===== src/rtl/cache_refill_if.sv =====
// cache_refill_if: miss/fill handshake and main-memory block bus of the refill unit.
// slave is the refill unit's side; master is the cache plus backing memory.
interface cache_refill_if #(
   parameter int BLOCK_SIZE = 32,
   parameter int NUM_OF_BLOCKS_PER_LINE = 4,
   parameter int ADDRESS_SIZE = 32
);
   localparam int LINE_BITS = BLOCK_SIZE * NUM_OF_BLOCKS_PER_LINE;
   logic miss_valid, miss_ready, evict_dirty;
   logic [ADDRESS_SIZE-1:0] miss_addr, evict_addr, fill_addr, mem_addr;
   logic [LINE_BITS-1:0] evict_data, fill_data;
   logic fill_valid, mem_req, mem_we, mem_ack;
   logic [BLOCK_SIZE-1:0] mem_wdata, mem_rdata;
   modport slave (
      input miss_valid, miss_addr, evict_dirty, evict_addr, evict_data, mem_ack, mem_rdata,
      output miss_ready, fill_valid, fill_addr, fill_data, mem_req, mem_we, mem_addr, mem_wdata
   );
   modport master (
      output miss_valid, miss_addr, evict_dirty, evict_addr, evict_data, mem_ack, mem_rdata,
      input miss_ready, fill_valid, fill_addr, fill_data, mem_req, mem_we, mem_addr, mem_wdata
   );
endinterface


===== src/rtl/cache_refill_unit.sv =====
// cache_refill_unit: dirty-victim writeback then block-by-block line fetch for the direct-mapped cache.
// Optional CACHE_REFILL_CRITICAL_FIRST_EN: fetch starts at the missing block's offset and wraps.
module cache_refill_unit #(
   parameter int BLOCK_SIZE = 32,
   parameter int NUM_OF_BLOCKS_PER_LINE = 4,
   parameter int ADDRESS_SIZE = 32,
   parameter int OFFSET_LENGTH = $clog2(NUM_OF_BLOCKS_PER_LINE),
   parameter int LINE_BITS = BLOCK_SIZE * NUM_OF_BLOCKS_PER_LINE
) (
   input logic clk,
   input logic rst,
   cache_refill_if.slave bus
);
   localparam int LW = ADDRESS_SIZE - OFFSET_LENGTH;
   typedef enum logic [1:0] {IDLE, WB, FILL, DONE} state_t;
   typedef logic [OFFSET_LENGTH-1:0] off_t;
   state_t state, state_n;
   off_t k, k_n, st_q, st_n, slot;
   logic [LW-1:0] ml_q, ml_n, el_q, el_n;
   logic [LINE_BITS-1:0] evd_q, evd_n, buf_q, buf_n, fill_data_n;
   logic [ADDRESS_SIZE-1:0] fill_addr_n, mem_addr_n;
   logic [BLOCK_SIZE-1:0] mem_wdata_n;
   logic accept, ack, wb_n, rd_n, miss_ready_n, fill_valid_n, mem_req_n, mem_we_n;
   logic unused_offsets;
   assign unused_offsets = ^{bus.evict_addr[OFFSET_LENGTH-1:0], bus.miss_addr[OFFSET_LENGTH-1:0]};
   always_comb begin
      accept = state == IDLE && bus.miss_valid && bus.miss_ready;
      ack = bus.mem_req && bus.mem_ack;
      slot = off_t'(k + st_q);
      state_n = state;
      k_n = k;
      st_n = st_q;
      ml_n = ml_q;
      el_n = el_q;
      evd_n = evd_q;
      buf_n = buf_q;
      case (state)
         IDLE: if (accept) begin
            state_n = bus.evict_dirty ? WB : FILL;
            k_n = '0;
            ml_n = bus.miss_addr[ADDRESS_SIZE-1:OFFSET_LENGTH];
            el_n = bus.evict_addr[ADDRESS_SIZE-1:OFFSET_LENGTH];
            evd_n = bus.evict_data;
`ifdef CACHE_REFILL_CRITICAL_FIRST_EN
            st_n = bus.miss_addr[OFFSET_LENGTH-1:0];
`else
            st_n = '0;
`endif
         end
         WB: if (ack) begin
            k_n = k + 1'b1;
            state_n = &k ? FILL : WB;
         end
         FILL: if (ack) begin
            buf_n[slot*BLOCK_SIZE +: BLOCK_SIZE] = bus.mem_rdata;
            k_n = k + 1'b1;
            state_n = &k ? DONE : FILL;
         end
         DONE: state_n = IDLE;
      endcase
      // Bus outputs are registered: derive them from the next state so they hold between acks.
      wb_n = state_n == WB;
      rd_n = state_n == FILL;
      miss_ready_n = state_n == IDLE;
      fill_valid_n = state_n == DONE;
      mem_req_n = wb_n || rd_n;
      mem_we_n = mem_req_n ? wb_n : bus.mem_we;
      mem_addr_n = wb_n ? {el_n, k_n} : rd_n ? {ml_n, off_t'(k_n + st_n)} : bus.mem_addr;
      mem_wdata_n = wb_n ? evd_n[k_n*BLOCK_SIZE +: BLOCK_SIZE] : bus.mem_wdata;
      fill_addr_n = fill_valid_n ? {ml_n, {OFFSET_LENGTH{1'b0}}} : bus.fill_addr;
      fill_data_n = fill_valid_n ? buf_n : bus.fill_data;
   end
   always_ff @(posedge clk or posedge rst)
      if (rst) begin
         state <= IDLE;
         k <= '0;
         st_q <= '0;
         ml_q <= '0;
         el_q <= '0;
         evd_q <= '0;
         buf_q <= '0;
         bus.miss_ready <= 1'b0;
         bus.fill_valid <= 1'b0;
         bus.fill_addr <= '0;
         bus.fill_data <= '0;
         bus.mem_req <= 1'b0;
         bus.mem_we <= 1'b0;
         bus.mem_addr <= '0;
         bus.mem_wdata <= '0;
      end else begin
         state <= state_n;
         k <= k_n;
         st_q <= st_n;
         ml_q <= ml_n;
         el_q <= el_n;
         evd_q <= evd_n;
         buf_q <= buf_n;
         bus.miss_ready <= miss_ready_n;
         bus.fill_valid <= fill_valid_n;
         bus.fill_addr <= fill_addr_n;
         bus.fill_data <= fill_data_n;
         bus.mem_req <= mem_req_n;
         bus.mem_we <= mem_we_n;
         bus.mem_addr <= mem_addr_n;
         bus.mem_wdata <= mem_wdata_n;
      end
endmodule


===== src/flat_wrapper.sv =====
// flat-port wrapper written by rule: the top's interface ports become plain ports
module cache_refill_unit_flat 
#(
   parameter int BLOCK_SIZE = 32,
   parameter int NUM_OF_BLOCKS_PER_LINE = 4,
   parameter int ADDRESS_SIZE = 32,
   parameter int OFFSET_LENGTH = $clog2(NUM_OF_BLOCKS_PER_LINE),
   parameter int LINE_BITS = BLOCK_SIZE * NUM_OF_BLOCKS_PER_LINE
)
  (clk, rst, bus_miss_valid, bus_miss_addr, bus_evict_dirty, bus_evict_addr, bus_evict_data, bus_mem_ack, bus_mem_rdata, bus_miss_ready, bus_fill_valid, bus_fill_addr, bus_fill_data, bus_mem_req, bus_mem_we, bus_mem_addr, bus_mem_wdata);
  cache_refill_if #(.BLOCK_SIZE(BLOCK_SIZE), .NUM_OF_BLOCKS_PER_LINE(NUM_OF_BLOCKS_PER_LINE), .ADDRESS_SIZE(ADDRESS_SIZE)) bus_i ();
  input logic clk;
  input logic rst;
  input wire logic [$bits(bus_i.miss_valid)-1:0] bus_miss_valid;
  input wire logic [$bits(bus_i.miss_addr)-1:0] bus_miss_addr;
  input wire logic [$bits(bus_i.evict_dirty)-1:0] bus_evict_dirty;
  input wire logic [$bits(bus_i.evict_addr)-1:0] bus_evict_addr;
  input wire logic [$bits(bus_i.evict_data)-1:0] bus_evict_data;
  input wire logic [$bits(bus_i.mem_ack)-1:0] bus_mem_ack;
  input wire logic [$bits(bus_i.mem_rdata)-1:0] bus_mem_rdata;
  output wire logic [$bits(bus_i.miss_ready)-1:0] bus_miss_ready;
  output wire logic [$bits(bus_i.fill_valid)-1:0] bus_fill_valid;
  output wire logic [$bits(bus_i.fill_addr)-1:0] bus_fill_addr;
  output wire logic [$bits(bus_i.fill_data)-1:0] bus_fill_data;
  output wire logic [$bits(bus_i.mem_req)-1:0] bus_mem_req;
  output wire logic [$bits(bus_i.mem_we)-1:0] bus_mem_we;
  output wire logic [$bits(bus_i.mem_addr)-1:0] bus_mem_addr;
  output wire logic [$bits(bus_i.mem_wdata)-1:0] bus_mem_wdata;
  assign bus_i.miss_valid = bus_miss_valid;
  assign bus_i.miss_addr = bus_miss_addr;
  assign bus_i.evict_dirty = bus_evict_dirty;
  assign bus_i.evict_addr = bus_evict_addr;
  assign bus_i.evict_data = bus_evict_data;
  assign bus_i.mem_ack = bus_mem_ack;
  assign bus_i.mem_rdata = bus_mem_rdata;
  assign bus_miss_ready = bus_i.miss_ready;
  assign bus_fill_valid = bus_i.fill_valid;
  assign bus_fill_addr = bus_i.fill_addr;
  assign bus_fill_data = bus_i.fill_data;
  assign bus_mem_req = bus_i.mem_req;
  assign bus_mem_we = bus_i.mem_we;
  assign bus_mem_addr = bus_i.mem_addr;
  assign bus_mem_wdata = bus_i.mem_wdata;
  cache_refill_unit #(.BLOCK_SIZE(BLOCK_SIZE), .NUM_OF_BLOCKS_PER_LINE(NUM_OF_BLOCKS_PER_LINE), .ADDRESS_SIZE(ADDRESS_SIZE), .OFFSET_LENGTH(OFFSET_LENGTH), .LINE_BITS(LINE_BITS)) u_core (.clk(clk), .rst(rst), .bus(bus_i));
endmodule

===== config.mk =====
export PLATFORM = sky130hd
export DESIGN_NAME = cache_refill_unit_flat
export DESIGN_NICKNAME = d
export VERILOG_FILES = /design/src/rtl/cache_refill_if.sv /design/src/rtl/cache_refill_unit.sv /design/src/flat_wrapper.sv
export SDC_FILE = /design/constraint.sdc
export NUM_CORES = 1
export LEC_CHECK = 0
export BUFFER_PORTS_ARGS = -buffer_cell sky130_fd_sc_hd__buf_2
export CAP_MARGIN = 25
export CORE_ASPECT_RATIO = 1.5
export CORE_MARGIN = 4
export CORE_UTILIZATION = 45
export DETAILED_ROUTE_END_ITERATION = 12
export GPL_TIMING_DRIVEN = 0
export PLACE_DENSITY_LB_ADDON = 0.12
export SLEW_MARGIN = 20
export SYNTH_ARGS = -nofsm -noshare
export SYNTH_HDL_FRONTEND = slang
export SYNTH_SLANG_ARGS = --single-unit
export TNS_END_PERCENT = 20

===== constraint.sdc =====
create_clock -name clk -period 24.6 [get_ports clk]
set_input_delay 2.46 -clock clk [delete_from_list [all_inputs] [get_ports clk]]
set_output_delay 2.46 -clock clk [all_outputs]
set_load 0.02 [all_outputs]

Word level (Yosys, flattened, before mapping). Cells that the tools add are included.

Register bits after elaboration: 548. Bits in latches: 0. Bits in writable memories: 0. ROM bits: 0. Bits of input ports: 229. Output and inout bits: 228. Memories kept: 0.

Add/sub/neg operators: 4. $mul: 0. Div/mod/pow operators: 0. $lt $le $gt $ge: 0. Equality and inequality tests: 6. Shift operators: 3. Multiplexer cells: 23. Bitwise logic cells: 0. Reduce and logical (&&, ||, !) cells: 9.

Operators by type and width (number): $mux W128 (4); $bwmux W128 (1); $shift A32 B34 Y128 const A (1); $shiftx A128 B8 Y32 (1); $shiftx A32 B34 Y128 (1); $mux W30 (4); $mux W32 (2); $neg A7 Y34 (1); $mux W2 (9); $eq A2 B2 Y1 const B (4); $pmux W2 S4 (1); $add A2 B2 Y2 (2); $eq A2 B1 Y1 const B (2); $logic_not A2 Y1 (2); $pmux W2 S2 (1); $logic_and A1 B1 Y1 (3); $add A2 B1 Y2 const B (1); $reduce_and A2 Y1 (1); $reduce_bool A2 Y1 (1); $reduce_or A2 Y1 (1); $logic_or A1 B1 Y1 (1); $mux W1 (1).

Longest topological paths before layout. Gate-level depths: netlist of run 1.

Depth in word-level cells: 8. Depth in mapped cells: 13. Mapped depth without buffers: 10.

Least setup slack after synthesis of run 1. Ideal clock, no wire load.

Path kind: input -> register. Start point: in bus_miss_valid. End point: reg u_core.bus.mem_addr[10]. Library setup time: 0.095 ns. Arrival: 4.512 ns. Setup slack: 19.992 ns. Cell stages on the path: 11. Path buffers: 4. Path through: nand3_1 clkbuf_1 clkbuf_1 o21ai_0 o221a_2 ha_1 clkbuf_1 inv_2 clkbuf_1 nor2_1 o31ai_1.

Longest elaborated chain between the ends: 6. Elaborated cells between the ends (all ways): 13. Classes of those cells: eq/ne (2); mux (8); reduce/logical (3).

Ends and longest elaborated chain: start: declaration (line flat_wrapper.sv:14) `input wire logic [$bits(bus_i.miss_valid)-1:0] bus_miss_valid;`; $logic_and A1 B1 Y1 * (2 in series) (line cache_refill_unit.sv:27) `accept = state == IDLE && bus.miss_valid && bus.miss_ready;`; $mux W2 * (line cache_refill_unit.sv:38) `IDLE: if (accept) begin`; $pmux W2 S4 * (line cache_refill_unit.sv:37) `case (state)`; via u_core.state_n[0] (line cache_refill_unit.sv:17) `state_t state, state_n;`; $eq A2 B1 Y1 * (line cache_refill_unit.sv:62) `wb_n = state_n == WB;`; via u_core.wb_n (line cache_refill_unit.sv:23) `logic accept, ack, wb_n, rd_n, miss_ready_n, fill_valid_n, mem_req_n, mem_we_n;`; $mux W32 or $reduce_bool A2 Y1 (tied branches); end signal: assignment (line cache_refill_unit.sv:104) `bus.mem_addr <= mem_addr_n;`; end: declaration (line cache_refill_if.sv:16) `output miss_ready, fill_valid, fill_addr, fill_data, mem_req, mem_we, mem_addr, mem_wdata`.

The timed path passes the listed nets; every way through them passes the cells marked *. The select of a mux whose other input is x is not followed. A chain may end at the register's enable or synchronous reset.

Worst setup path after layout of run 1.
Start point: in bus_miss_valid. End point: reg u_core.bus.fill_addr[5].

Longest elaborated chain between the ends: 5. Elaborated cells between the ends (all ways): 7. Classes of those cells: eq/ne (1); mux (4); reduce/logical (2).

Ends and longest elaborated chain: $logic_and A1 B1 Y1 (2 in series) (line cache_refill_unit.sv:27); $mux W2 (line cache_refill_unit.sv:38); $pmux W2 S4 (line cache_refill_unit.sv:37); via u_core.state_n[0] (line cache_refill_unit.sv:17); $eq A2 B2 Y1 (line cache_refill_unit.sv:65) `fill_valid_n = state_n == DONE;`; via u_core.fill_valid_n (line cache_refill_unit.sv:23); end signal: assignment (line cache_refill_unit.sv:100) `bus.fill_addr <= fill_addr_n;`; end: declaration (line cache_refill_if.sv:16).

The timed path passes the listed nets, and every way through them passes these cells.

==> results.toml, run 1 <==
[grt]
grt.overflow.total = 0
first_global_vias = 18170
antenna_found_initial = 15
grt_usage_pct = 24.9
grt_max_degree = 109
grt_pass1_wl_um = 103000

[clock_network]
cts_root_buffer = "clkbuf_16"
cts_made_buffers = 52
cts.sinks = 548
holdBufCountCts = 0
cts_buffer_depth = 3
path_clk_slew_ns = 0.06
ctsResizeCount = 0
post_cts_buffers = 0
clk_latency_ns = 0.58
cts_max_level = 2
cts_tree = "built"

[place]
gp_congestion = 0.853
post_dp_cell_area_um2 = 25000
dpl.hpwl_um = 49900
dpl.cell_count = 3212
portBuffers = 450
pre_cts_slack_ns = 18.53

[final_layout]
stdcell_count = 3319
fin_area_um2 = 26700
fill_cells = 4366
fin_nets = 2908
drive_above_1_share_pct = 24.4
syn_to_final_growth_pct = 22.6

[route]
via_per_inst = 5.23
wirelength_um = 66400
avgRoutedWirePerCell_um = 20.0
drt_first_iter_violations = 1018
drc = 0
vias = 17349
drtAntennaViolNets = 0
dr.pass1.iters = 5

[critical_path]
crit_start = "bus_miss_valid"
reg2reg_depth = 13
critPathTopFamily = "buffers and inverters"
r2r_slack_ns = 20.32
start_kind = "primary input"
critPathArrivalTime_ns = 5.86
slowest_stage = "clkbuf_1"
rr_endpoint = "u_core.bus.fill_addr[5]"
crit_chain = "buf_2 > nand3_1 > clkbuf_1 > clkbuf_1 > o21ai_0 > o221a_2 > ha_1 > clkbuf_1 > clkbuf_1 > clkbuf_1 > nor2_1 > a31oi_1"
required_ns = 25.10
slowest_delay_ns = 0.55
critical_path_class = "primary input to flip-flop"
timing.critical_path.mode_cell = "clkbuf_1"
cp_num_buf_inv = 6
worstPathMaxFanout = 10
cp-end-kind = "flip-flop"
r2r-start = "u_core.state[1]"

[timing]
hold_slack_ns = 0.462
tns_ns = 0
slew_violations = 0
maxSlewHeadroom_pct = 40.7
worstMarginPinSlew_ns = 0.883
rsz0062_at_grt = "no"
layout_min_cycle_time_ns = 5.37
finalHoldViolCount = 0
setup_viol_count_final = 0
fmax_mhz = 186
period_share_pct = 21.8
fin_ws_ns = 19.23
fin_skew_ns = 0.0125

[synthesis]
async_flop_share_pct = 100
yosysSeqAreaShare_pct = 62.9
synth.area.top_cells = "dfrtp_1 63%, nand2_1 14%, mux2_2 3.4%, mux2i_1 2.9%, a31oi_1 2.7%"
netlist_area_um2 = 21800
synth_cells = 2156
ys_ff_latch = 548
yosys_warnings = 0
yosysTopAreaCellShare_pct = 62.9
synth.distinct_cells = 40
synth.largest_area_cell = "dfrtp_1"
synth-edff-count = 0
synth_ff_type = "dfrtp_1"
avgSynthCellArea_um2 = 10.1

[hold_path]
hold_start = "u_core.buf_q[125]"
hp-class = "flip-flop to flip-flop"
hold_path_depth = 2
whs_endpoint = "u_core.buf_q[125]"

[power_and_ir_drop]
p_leak_uw = 0.0141
p_per_area_nw_per_um2 = 135
peakVddDrop_v = 0.0000661

[floorplan]
die_h_um = 278
fp-row-count = 98
die_w_um = 188
io_pins = 457
core_um2 = 47800
die_area_um2 = 52100
start_util_pct = 45.6

[status]
status = "complete, no violations"

[job]
maxCapViolations = 0
[sequential cells by signal (all words and copies together), names as in the netlist]
name	cells
u_core.state	2
u_core.bus.fill_valid	1
u_core.bus.mem_req	1
u_core.bus.fill_data	128
u_core.bus.miss_ready	1
u_core.k	2
u_core.bus.fill_addr	30
u_core.st_q	2
u_core.bus.mem_wdata	32
u_core.bus.mem_we	1
u_core.bus.mem_addr	32
u_core.ml_q	30
u_core.el_q	30
u_core.evd_q	128
u_core.buf_q	128
[where the power goes]
part           total, µW  switching (µW)  internal (µW)  leakage, µW
Combinational       1450             985            463      0.00618
Clock                820             352            468     0.000862
Sequential          1340             127           1210      0.00705
Total               3610            1460           2140       0.0141
[how the worst max path moves through the flow]
stage / to / slack, ns / depth (start not counted)
floorplan: u_core.buf_q[0] / 6.82 / 1
global placement: u_core.bus.fill_data[75] / 1.21 / 2
detailed placement: u_core.bus.fill_addr[2] / 18.53 / 12
CTS: u_core.bus.fill_addr[5] / 19.14 / 12
global route: u_core.bus.fill_addr[5] / 18.92 / 12
finish: u_core.bus.fill_addr[5] / 19.23 / 12
[cells in the final DEF (no fill, tap or decap), types with 10 or more instances in the layout]
master     synthesis  routed
a22o_1            32      32
a31oi_1           94      94
buf_2             33     483
clkbuf_1          91     101
clkbuf_16          0      53
clkbuf_8           0      13
clkinv_2           0      11
dfrtp_1          548     548
diode_2            0      10
ha_1              13      13
mux2_2            65      65
mux2i_1           64      64
nand2_1          831     831
nand3_1           68      68
nor2_1           156     156
o21ai_0           30      30
o221ai_1          33      33
o31ai_1           31      31
[synthesized netlist by cell type (2+ instances only)]
cell type,instances
clkbuf_1,91
nor2_1,156
inv_1,8
o21ai_0,30
a31oi_1,94
o221ai_1,33
a21boi_0,2
xnor2_2,2
a22o_1,32
buf_1,3
and2_1,3
o211a_1,2
nand3_1,68
a21oi_1,3
buf_4,6
o21ai_1,8
mux2_2,65
mux2i_1,64
buf_2,33
buf_6,7
dfrtp_1,548
and3_1,4
nand2_1,831
ha_1,13
nor3_1,4
o221a_2,2
o31ai_1,31
[worst register-to-register path, delay by kind of cell (launching register included)]
kind | cells | cell delay [ns]
simple gates | 2 | 0.24
buf+inv | 6 | 2.43
compound gates | 3 | 0.59
fa+ha+maj | 2 | 0.49
flops | 1 | 0.44
[area by class of cell]
cell class,count,area [µm²],area share [%]
sequential,548,13700,51.3
multi-input combinational,1460,7430,27.8
timing repair buffer,455,2390,8.94
clock buffer,76,1540,5.77
tap,600,751,2.81
buffer,140,642,2.40
clock inverter,21,203,0.758
inverter,9,41.3,0.154
antenna,10,25.0,0.0936
[per-stage QoR]
stage,util [%],total power [µW]
2_1_floorplan,-,2290
6_report,55.9,3610
5_1_grt,55.9,3840
4_1_cts,55.9,3640
3_3_place_gp,51.9,2780
3_5_place_dp,52.2,2810
[metal layers]
metal	up-vias	GRT usage, %	part of all wire [%]
li1	8198	-	-
met1	8425	28.7	37
met2	576	45.2	52
met3	134	5.83	7.2
met4	16	8.49	3.5
met5	-	0	0.16
[cell families after synthesis]
group	Yosys count	share of synthesized area, %
AOI/OAI and AO/OA	238	7.61
xor gates and xnor gates	3	0.189
adders and majority gates	13	0.746
buffers and inverters	149	3.10
DFF	548	62.9
muxes	129	6.29
other	1	0.0172
and+or+nand+nor	1075	19.2
(Power assumes the default switching activity.)
==> run 2, diff against run 1 <==
--- a/config.mk
+++ b/config.mk
@@ -5,6 +5,7 @@
 export SDC_FILE = /design/constraint.sdc
 export NUM_CORES = 1
 export LEC_CHECK = 0
+export ABC_AREA = 1
 export BUFFER_PORTS_ARGS = -buffer_cell sky130_fd_sc_hd__buf_2
 export CAP_MARGIN = 25
 export CORE_ASPECT_RATIO = 1.5
==> constraint.sdc (replaced) <==
create_clock -name clk -period 5.2 [get_ports clk]
set_input_delay 0.52 -clock clk [delete_from_list [all_inputs] [get_ports clk]]
set_output_delay 0.52 -clock clk [all_outputs]
set_load 0.02 [all_outputs]
==> run 2 against run 1 <==
Flip-flop and latch count unchanged. Sequential share of layout area down 4.2 points. Clock power rose to 5.1 times the previous value. Clock skew up 0.0020 ns. Via count up 18%. Design area up 9.0%. Register-to-register slack worse by 20 ns. Critical path type is now flip-flop to flip-flop. Critical endpoint is now u_core.bus.mem_addr[21]. Highest routed layer unchanged.
==> results.toml, run 2 <==
[critical_path]
required_ns = 5.73
cp-end-kind = "flip-flop"
critPathArrivalTime_ns = 5.08
r2r_slack_ns = 0.65
start_kind = "flip-flop"
critical_path_class = "flip-flop to flip-flop"
reg2reg_depth = 14
r2r-start = "u_core.state[1]"
rr_endpoint = "u_core.bus.mem_addr[21]"
worstPathMaxFanout = 10

[synthesis]
synth_cells = 2783
synth.distinct_cells = 32
yosysTopAreaCellShare_pct = 58.0
synth-edff-count = 0
yosysSeqAreaShare_pct = 58.0
ys_ff_latch = 548
synth_most_common_cell = "nand2_1"
async_flop_share_pct = 100
synth.area.top_cells = "dfrtp_1 58%, nand2_1 14%, nand3_1 5.5%, inv_1 5.0%, o21ai_0 4.4%"
yosys_warnings = 0
avgSynthCellArea_um2 = 8.50
netlist_area_um2 = 23600
synth.largest_area_cell = "dfrtp_1"
synth_ff_type = "dfrtp_1"
synth_common_cells = "907 x nand2_1, 548 x dfrtp_1, 318 x inv_1"

[timing]
slew_violations = 0
worstMarginPinSlew_ns = 0.941
layout_min_cycle_time_ns = 4.55
period_share_pct = 87.6
hold_slack_ns = 0.148
rsz0062_at_grt = "no"
fin_skew_ns = 0.0145
fmax_mhz = 220
setup_viol_count_final = 0
tns_ns = 0
finalHoldViolCount = 0
maxSlewHeadroom_pct = 37.1
fin_ws_ns = 0.647

[grt]
grt_max_degree = 36
antenna_found_initial = 29
grt.overflow.total = 0
first_global_vias = 20934
grt_usage_pct = 26.5
grt_pass1_wl_um = 117000

[route]
wl_met3_um = 5460
wirelength_um = 76600
via_per_inst = 5.08
top_layer = "met5"
avgRoutedWirePerCell_um = 18.9
drt_first_iter_violations = 1098
vias = 20550
dr.pass1.iters = 5
wl_met1_um = 27700
drc = 0
drtAntennaViolNets = 0
wl_met2_um = 39900

[final_layout]
fill_cells = 4968
reg.largest.list = "u_core.buf_q: 128 flops, u_core.bus.fill_data: 128 flops, u_core.evd_q: 128 flops"
layout_commonest_cell = "nand2_1"
drive_above_1_share_pct = 20.6
fin_area_um2 = 29100
fin_nets = 3551
stdcell_count = 4049
layout_common_cells = "907 x nand2_1, 548 x dfrtp_1, 495 x buf_2"
syn_to_final_growth_pct = 23.2

[place]
pre_cts_slack_ns = 0.305
dpl.cell_count = 3929
gp_congestion = 0.915
post_dp_cell_area_um2 = 27200
portBuffers = 450
dpl.hpwl_um = 60100

[floorplan]
fp-row-count = 102
die_h_um = 289
core_um2 = 51800
io_pins = 457
die_area_um2 = 56400
start_util_pct = 45.6
die_w_um = 195

[job]
maxCapViolations = 0

[power_and_ir_drop]
p_per_area_nw_per_um2 = 692
p_leak_uw = 0.0158
peakVddDrop_v = 0.000373

[hold_path]
hold_start = "bus_evict_addr[17]"
hold_path_depth = 3
whs_endpoint = "u_core.el_q[15]"
hp-class = "primary input to flip-flop"

[clock_network]
cts_root_buffer = "clkbuf_16"
cts_buffer_depth = 3
cts.sinks = 548
path_clk_slew_ns = 0.06
cts_tree = "built"
post_cts_buffers = 0
cts_made_buffers = 53
clk_latency_ns = 0.60
cts_max_level = 2

[status]
status = "complete, no violations"
run 2: cell count changes after synthesis, moves of 56 or more:
cell / previous run / this run
nand3_1: 68 / 261
o21ai_0: 30 / 206
inv_1: 8 / 318
nand2_1: 831 / 907
mux2i_1: 64 / 0
o21ai_2: 0 / 56
mux2_2: 65 / 0
run 2: cell families (layout without fill, tap and decap cells):
| family | Yosys count | after routing | synth area share (%) |
|---|---|---|---|
| flip-flops | 548 | 548 | 58.0 |
| XOR/XNOR | 2 | 2 | 0.185 |
| adder cells (fa/ha/maj) | 13 | 13 | 0.688 |
| AO/OA/AOI/OAI | 369 | 369 | 9.25 |
| other | 1 | 24 | 0.0159 |
| AND/OR/NAND/NOR | 1351 | 1351 | 23.4 |
| buffers and inverters | 499 | 1066 | 8.43 |
run 2: critical path, cell delays in order, from the launching register on:
cell      delay, ns
dfrtp_1        0.43
inv_1          0.11
ha_1           0.26
nand3_2        0.18
buf_2          0.29
clkbuf_1       0.46
nor2_1         0.13
nor3b_1        0.46
ha_1           0.22
buf_2          0.27
clkinv_1       0.40
nor2_2         0.57
clkbuf_1       0.47
nand2_1        0.12
nand3_1        0.10
run 2: how the worst max path moves through the flow:
stage / startpoint / slack (ns) / to / cells past startpoint
global placement: rst / -5.84 / u_core.bus.fill_data[38] / 2
detailed placement: u_core.state[1] / 0.30 / u_core.bus.mem_addr[21] / 14
CTS: u_core.state[1] / 0.28 / u_core.bus.mem_addr[21] / 14
finish: u_core.state[1] / 0.65 / u_core.bus.mem_addr[21] / 14
floorplan: rst / -2.78 / u_core.buf_q[0] / 1
global route: u_core.state[1] / 0.18 / u_core.bus.mem_addr[23] / 14
run 2: timing repair:
| action | in CTS | in global routing |
|---|---|---|
| endpoints found under the setup margin | 0 | 10 |
| gates resized for setup | 0 | 1 |
| hold endpoints to repair | 15 | 0 |
| hold buffers | 1 | 0 |
run 2: where the power goes:
part	total, µW	internal, µW	switching, µW
Sequential	6690	5980	707
Clock	4220	2540	1690
Combinational	9250	2680	6570
Total	20200	11200	8960
run 2: cell type report:
class	instances	area [µm²]	area share, %
Inverter	323	1220	4.17
Buffer	176	781	2.68
Tap cell	676	846	2.90
Sequential cell	548	13700	47.1
Clock inverter	22	353	1.21
Clock buffer	75	1560	5.36
Antenna cell	22	55.1	0.189
Timing Repair Buffer	470	2670	9.17
Multi-Input combinational cell	1737	7950	27.3
run 2: stage by stage:
step | power (µW) | utilization [%]
5_1_grt | 21600 | 56.2
4_1_cts | 20300 | 56.1
6_report | 20200 | 56.2
2_1_floorplan | 12700 | -
3_3_place_gp | 15800 | 51.6
3_5_place_dp | 16000 | 52.4
run 2: layer usage:
| layer | up-vias | track usage (%) |
|---|---|---|
| li1 | 9890 | - |
| met1 | 9786 | 29.6 |
| met3 | 185 | 6.57 |
| met2 | 673 | 48.3 |
| met4 | 16 | 11.0 |
| met5 | - | 0 |
